### config.mk
export PLATFORM = sky130hd
export DESIGN_NAME = sp_load_fsm
export DESIGN_NICKNAME = d
export VERILOG_FILES = /design/src/rtl/sp_load_fsm.sv
export SDC_FILE = /design/constraint.sdc
export NUM_CORES = 1
export LEC_CHECK = 0
export BUFFER_PORTS_ARGS = -buffer_cell sky130_fd_sc_hd__buf_2
export CORE_AREA = 2 2 186 188
export DETAILED_ROUTE_END_ITERATION = 12
export DIE_AREA = 0 0 188 190
export PLACE_DENSITY = 0.49
export SYNTH_ARGS = -nofsm -noshare
export SYNTH_HDL_FRONTEND = slang
export SYNTH_SLANG_ARGS = --single-unit
### constraint.sdc
create_clock -name CLK -period 5 [get_ports CLK]
set_clock_uncertainty 0.05 [all_clocks]
set_input_delay 0.25 -clock CLK [delete_from_list [all_inputs] [get_ports CLK]]
set_output_delay 0.25 -clock CLK [all_outputs]
set_load 0.02 [all_outputs]
### src/rtl/sp_load_fsm.sv
// sp_load_fsm: scratchpad load sequencer, one read per matrix row,
// fanned out to NUM_CH weight/input FIFOs. Optional REQ timeout: SP_LOAD_TIMEOUT_EN.
module sp_load_fsm #(
   parameter int NUM_CH         = 4,
   parameter int ROWS           = 4,
   parameter int BITS_PER_ROW   = 128,
   parameter int WORD_W         = 32,
   parameter int ROW_STRIDE     = 16,
   parameter int TIMEOUT_CYCLES = 64,
   localparam int CH_W          = $clog2(NUM_CH),
   localparam int ROW_W         = $clog2(ROWS),
   localparam int IW            = 2 + CH_W + WORD_W,
   localparam int DW            = BITS_PER_ROW + ROW_W
) (
   input  logic                    CLK,
   input  logic                    RST,
   input  logic [IW-1:0]           instr_rdata,
   input  logic                    instr_empty,
   output logic                    instr_REN,
   output logic                    sLoad,
   output logic [WORD_W-1:0]       load_addr,
   input  logic                    sLoad_hit,
   input  logic [ROW_W-1:0]        sLoad_row,
   input  logic [BITS_PER_ROW-1:0] load_data,
   input  logic [NUM_CH-1:0]       w_full,
   output logic [NUM_CH-1:0]       w_WEN,
   output logic [DW-1:0]           w_wdata,
   input  logic [NUM_CH-1:0]       r_full,
   output logic [NUM_CH-1:0]       r_WEN,
   output logic [DW-1:0]           r_wdata,
   output logic                    new_weight,
   output logic                    busy,
   output logic                    err
);

   typedef enum logic [1:0] {IDLE, REQ, PUSH, DONE} state_t;

   state_t            state_q;
   logic [1:0]        op_q;
   logic [CH_W-1:0]   ch_q;
   logic [ROW_W-1:0]  row_q;
   logic [WORD_W-1:0] addr_q;
   logic [DW-1:0]     wdata_q;
   logic              err_q;

`ifdef SP_LOAD_TIMEOUT_EN
   localparam int TMO_W = $clog2(TIMEOUT_CYCLES + 1);
   logic [TMO_W-1:0]  tmo_q;
`endif

   logic [1:0]        in_op;
   logic [CH_W-1:0]   in_ch;
   logic [WORD_W-1:0] in_base;
   logic              is_w;
   logic              tgt_full;
   logic              push;
   logic              last_row;
   logic [NUM_CH-1:0] ch_oh;

   assign in_op    = instr_rdata[WORD_W+CH_W +: 2];
   assign in_ch    = instr_rdata[WORD_W +: CH_W];
   assign in_base  = instr_rdata[WORD_W-1:0];

   assign is_w     = (op_q == 2'b01);
   assign tgt_full = is_w ? w_full[ch_q] : r_full[ch_q];
   assign push     = (state_q == PUSH) && !tgt_full;
   assign last_row = (row_q == ROW_W'(ROWS - 1));
   assign ch_oh    = NUM_CH'(1) << ch_q;

   // Fall-through FIFO: pop in the same cycle the entry is consumed.
   assign instr_REN  = (state_q == IDLE) && !instr_empty && !RST;
   assign sLoad      = (state_q == REQ);
   assign load_addr  = addr_q;
   assign w_WEN      = (push && is_w) ? ch_oh : '0;
   assign r_WEN      = (push && !is_w) ? ch_oh : '0;
   assign w_wdata    = wdata_q;
   assign r_wdata    = wdata_q;
   assign new_weight = (state_q == DONE) && is_w;
   assign busy       = (state_q != IDLE);
   assign err        = err_q;

   // Sequencer: instruction latch, row/address walk, sticky error.
   always_ff @(posedge CLK or posedge RST) begin
      if (RST) begin
         state_q <= IDLE;
         op_q    <= '0;
         ch_q    <= '0;
         row_q   <= '0;
         addr_q  <= '0;
         wdata_q <= '0;
         err_q   <= 1'b0;
`ifdef SP_LOAD_TIMEOUT_EN
         tmo_q   <= '0;
`endif
      end else begin
         unique case (state_q)
            IDLE: begin
               if (!instr_empty) begin
                  op_q   <= in_op;
                  ch_q   <= in_ch;
                  addr_q <= in_base;
                  row_q  <= '0;
`ifdef SP_LOAD_TIMEOUT_EN
                  tmo_q  <= '0;
`endif
                  if (in_op == 2'b01 || in_op == 2'b10)
                     state_q <= REQ;
                  else
                     err_q <= 1'b1;
               end
            end
            REQ: begin
               if (sLoad_hit) begin
                  wdata_q <= {row_q, load_data};
                  if (sLoad_row != row_q)
                     err_q <= 1'b1;
                  state_q <= PUSH;
               end
`ifdef SP_LOAD_TIMEOUT_EN
               else if (tmo_q == TMO_W'(TIMEOUT_CYCLES - 1)) begin
                  err_q   <= 1'b1;
                  state_q <= IDLE;
               end else begin
                  tmo_q <= tmo_q + TMO_W'(1);
               end
`endif
            end
            PUSH: begin
               if (push) begin
                  if (last_row) begin
                     state_q <= DONE;
                  end else begin
                     row_q   <= row_q + ROW_W'(1);
                     addr_q  <= addr_q + WORD_W'(ROW_STRIDE);
                     state_q <= REQ;
`ifdef SP_LOAD_TIMEOUT_EN
                     tmo_q   <= '0;
`endif
                  end
               end
            end
            DONE:    state_q <= IDLE;
            default: state_q <= IDLE;
         endcase
      end
   end

endmodule

=== Word-level counts from Yosys, hierarchy flattened ===
Cells that the tools add are included.

* Multiplexer cells: 26
* Reduce and logical (&&, ||, !) cells: 20
* Bitwise gates (word level): 1
* $lt $le $gt $ge: 1
* Equality and inequality tests: 15
* Shift-type cells: 1
* Add/sub/neg operators: 2

{| class="wikitable"
|+ Operators with widths
! kind !! count
|-
| $mux W32 || 3
|-
| $pmux W32 S2 || 1
|-
| $add A32 B5 Y32 const B || 1
|-
| $mux W2 || 8
|-
| $eq A2 B2 Y1 const B || 4
|-
| $mux W4 || 2
|-
| $ne A2 B2 Y1 const B || 4
|-
| $pmux W2 S4 || 1
|-
| $reduce_and A4 Y1 || 2
|-
| $mux W1 || 7
|-
| $eq A2 B1 Y1 const B || 3
|-
| $logic_and A1 B1 Y1 || 6
|-
| $ne A2 B1 Y1 const B || 3
|-
| $reduce_bool A2 Y1 || 3
|-
| $reduce_and A5 Y1 || 1
|-
| $bmux W1 S2 || 2
|-
| $logic_not A1 Y1 || 4
|-
| $pmux W2 S2 || 1
|-
| $reduce_and A2 Y1 || 2
|-
| $shl A1 B2 Y4 const A || 1
|-
| $lt A2 B3 Y1 const B || 1
|-
| $add A2 B1 Y2 const B || 1
|-
| $logic_not A2 Y1 || 1
|-
| $ne A2 B2 Y1 || 1
|-
| 3 further kinds || 3
|}

* Bits of input ports: 178
* Register bits after elaboration: 171
* Output and inout bits: 305
* Word-level logic and storage cells: 73

=== Logic depth before layout (Yosys ltp) ===
* Word-level depth: 7
* Depth in mapped cells: 7
* Gate-level depth less buffers: 6

=== Worst setup path after synthesis ===
No wires, ideal clock.

* Path type: flip-flop to output port
* Start: register op_q[1]
* End: output port w_WEN[0]
* Data required time: 4.700 ns
* Path buffers: 0
* Arrival time: 1.701 ns
* Path slack: 2.999 ns
* Stages on the path, launching flop included: 4
* Cells stage by stage: dfrtp_1 -> or3b_1 -> or2_2 -> nor4_1

* Word-level cells in the longest chain between the ends: 6

{| class="wikitable"
|+ Ends and longest elaborated chain
! item !! RTL line !! RTL
|-
| from (decl) || 39 || <nowiki>logic [1:0] op_q;</nowiki>
|-
| from (signal assigned) || 99 || <nowiki>op_q <= in_op;</nowiki>
|-
| $eq A2 B1 Y1 * || 64 || <nowiki>assign is_w = (op_q == 2'b01);</nowiki>
|-
| $mux W1 || 65 || <nowiki>assign tgt_full = is_w ? w_full[ch_q] : r_full[ch_q];</nowiki>
|-
| $logic_not A1 Y1 || 66 || <nowiki>assign push = (state_q == PUSH) && !tgt_full;</nowiki>
|-
| $logic_and A1 B1 Y1 || 66 ||
|-
| $logic_and A1 B1 Y1 * || 74 || <nowiki>assign w_WEN = (push && is_w) ? ch_oh : '0;</nowiki>
|-
| $mux W4 * || 74 ||
|-
| to (decl) || 26 || <nowiki>output logic [NUM_CH-1:0] w_WEN,</nowiki>
|}

Mark *: on every way between the ends. The rest lies on a longest branch, timed or not.

=== Worst setup path after layout ===
* Start: register state_q[1]
* End: output port w_WEN[1]

* Word-level cells in the longest chain between the ends: 4

{| class="wikitable"
|+ Ends and longest elaborated chain
! item !! RTL line !! RTL
|-
| from (decl) || 38 || <nowiki>state_t state_q;</nowiki>
|-
| from (signal assigned) || 85 || <nowiki>state_q <= IDLE;</nowiki>
|-
| from (signal assigned) || 107 || <nowiki>state_q <= REQ;</nowiki>
|-
| from (signal assigned) || 117 || <nowiki>state_q <= PUSH;</nowiki>
|-
| $eq A2 B2 Y1 || 66 ||
|-
| $logic_and A1 B1 Y1 || 66 ||
|-
| $logic_and A1 B1 Y1 || 74 ||
|-
| $mux W4 || 74 ||
|}

No other way between the ends.

==> results.md <==
* Outcome: complete, no violations
* Max cap viols at 0
* Via count at 7,223
* Synthesized-area fraction occupied by adder cells at 0.300%
* Clk_lat worst skew at 0.44 ns
* Syn_area_per_cell at 11.5 sq um
* M1 wire length at 11,800 um
* Pins over their slew limit at 0
* Multiplexer share of the synthesized area at 18.2%
* P&R area growth vs syn at 46.8%
* CP bufs+invs at 3
* Setup TNS at 0 ns
* Ports at 483
* Worst Path Arrival at 2.84 ns
* Initial Utilization at 24.6%
* Die width at 188 um
* Vias in the first global route at 7,241
* CTS root buf: clkbuf_16
* Post-synth EDFFs at 0
* WS Path Type: reg -> out
* Prevailing post-synth register cell: dfrtp_1
* Antenna violations before repair at 3
* Lkg Pwr at 0.00594 uW
* Share of the synthesized area in the top cell type at 51.3%
* Layout Nets at 1,380
* Worst-Margin Slew at 1.03 ns
* Die area at 35,700 sq um
* Pwr/cell area at 712 nW/um^2
* Synth Area in XOR/XNOR at 0.315%
* Syn Inst Count at 724
* Post-Syn Area at 8340 sq um
* Core ar. at 33,900 sq um
* Vias per cell at 4.33
* Hold_buf cts at 131
* Cells after DPL at 1,504
* Synth Register Bits at 171
* Post-CTS Resized at 0
* WL met2 at 14,300 um
* Antenna viol nets, final at 0
* Setup bufs post-CTS at 0
* Layout cell share with drive strength beyond 1 at 54.3%
* Final cell count without fillers at 1,669
* CTS buffer count at 17
* First-pass GRT wire length at 41,900 um
* Top cells by area, synth: dfrtp_1, mux2_2, buf_4
* Final WL at 28,100 um
* Number of placement rows at 68
* Area of the multi-input gates at 2930 sq um
* Asr flop ratio synth at 100%
* Period utilisation layout at 62.7%
* Drt drc at 0
* Worst setup SP type: register
* Synth Warn # at 0
* Max-slew headroom at 30.9%
* Worst Path Required at 4.70 ns
* Most numerous cell in the Yosys netlist: dfrtp_1
* Pre-Repair DR Iteration Count at 5
* Post-route cell area at 12,200 sq um
* Top delay family on crit path: simple AND/OR/NAND/NOR gates
* Minimum clock period at 3.14 ns
* Largest area contributor in the netlist: dfrtp_1
* Syn_nets at 904
* Initial DRC Count at 243
* Routed wire per std cell at 16.8 um
* Final hold violations at 0
* Core Util, Final at 36.1%
* Largest family of logic cells by synthesized area: multiplexers
* Crit path largest cell delay at 0.70 ns
* DR WL met3 at 1710 um
* Synth Area in Compound Gates at 6.35%
* CTS tree: done
* Total gr overflow at 0
* Clock transition time at the flip-flop clock pins of the worst setup and hold paths at 0.06 ns
* RePlAce Congestion at 0.782
* Most frequent cells after synthesis: dfrtp_1, buf_4, mux2_2
* Largest net degree at the start of global routing at 87
* FMAX at 0.319 GHz
* Distinct cell type count after synthesis at 54
* TritonCTS sink count at 171
* FF/Latch Area at 4280 sq um
* Simple-gate area share of the yosys netlist at 9.93%
* Max layer used: met5
* I/O Buffers at 482
* Die extent in y at 190 um
* Critical path peak fanout at 23
* HPWL Detailed at 20,400 um
* Placed Area at 10,300 sq um
* Final setup vio count at 0
* Tot GR Track Use at 15.2%
* Peak VDD IR at 0.000383 V
* Clk buf depth at 2
* Crit-path slowest cell: nor2_2
* H-tree Lvls at 4
* Fill cells at 3,389
* Seq/Total Area, Yosys at 51.3%
* Worst hold-check path type: in -> reg
* Unrepaired setup endpoints after global routing: no
* Critical Path End Type: output pin
* Crit-path cells: inv_1 > nor2_2 > buf_4 > nand2_1 > nor3_1 > buf_2
[registers in the layout (all words and copies together) (netlist names)]
| signal | cells |
|---|---|
| ch_q | 2 |
| err | 1 |
| load_addr | 32 |
| op_q | 2 |
| r_wdata | 130 |
| row_q | 2 |
| state_q | 2 |
[layout by cell type, fill, tap and decap left out, types with 3 or more instances in the layout]
cell type	synthesis	routed
buf_2	12	482
clkbuf_16	0	17
o32a_1	10	10
mux2i_1	4	4
xnor2_1	3	3
and2_1	5	5
dfrtp_1	171	171
a2bb2oi_1	3	3
nor2_1	37	36
or4_1	3	3
nand4_1	7	7
inv_1	6	5
buf_4	131	3
a31oi_1	15	15
inv_6	0	5
and3_1	8	8
nand3_1	9	9
dlygate4sd3_1	0	132
a21oi_1	12	12
nand2_1	61	60
nor3_1	15	15
o21ai_0	11	11
nor4_1	7	7
mux2_2	131	131
o22ai_1	4	4
bufinv_16	0	4
[per-stage QoR]
stage | power, uW | hold WS [ns] | setup slack, ns
finish | 8720 | 0.0326 | 1.87
global route | 9220 | 0.00672 | 1.64
CTS | 8800 | 0.00260 | 1.83
detailed placement | 7240 | 0.403 | 2.34
global placement | 7210 | 0.393 | 2.36
floorplan | 6160 | 0.286 | 0.0682
[where the power goes]
| group | internal, uW | switching (uW) |
|---|---|---|
| Clock | 853 | 585 |
| Combinational | 1680 | 2850 |
| Sequential | 2080 | 663 |
| Total | 4620 | 4100 |
[worst paths after layout]
path	startpoint	endpoint	slack, ns	cells after the start
max	state_q[1]	w_WEN[1]	1.87	6
min	load_data[108]	r_wdata[108]	0.03	2
max reg2reg	state_q[1]	load_addr[22]	2.41	6
min reg2reg	load_addr[0]	load_addr[0]	0.43	2
max in group asynchronous	RST	r_wdata[11]	3.51	4
min in group asynchronous	RST	load_addr[2]	0.43	3
[cell type report]
class / count / area share, %
Sequential cell: 171 / 35.0
Timing Repair Buffer: 619 / 31.0
Multi-Input combinational cell: 385 / 24.0
Tap cell: 455 / 4.65
Clock buffer: 18 / 3.59
Clock inverter: 13 / 1.55
Inverter: 6 / 0.225
Antenna cell: 2 / 0.0409
[cells by family (layout without fill, tap and decap cells)]
logic type,count (synthesis),count (layout)
flops,171,171
simple gates,170,170
buf+inv,168,656
mux,135,135
compound gates,75,75
xor+xnor,3,3
fa+ha+maj,2,2
other cells,0,2
[metal layers]
metal,GRT usage [%],up-vias
li1,-,3372
met1,18.6,3521
met2,26.3,312
met3,4.39,16
met4,3.79,2
met5,0,-
Note: power is estimated with default switching activity, not from simulation.
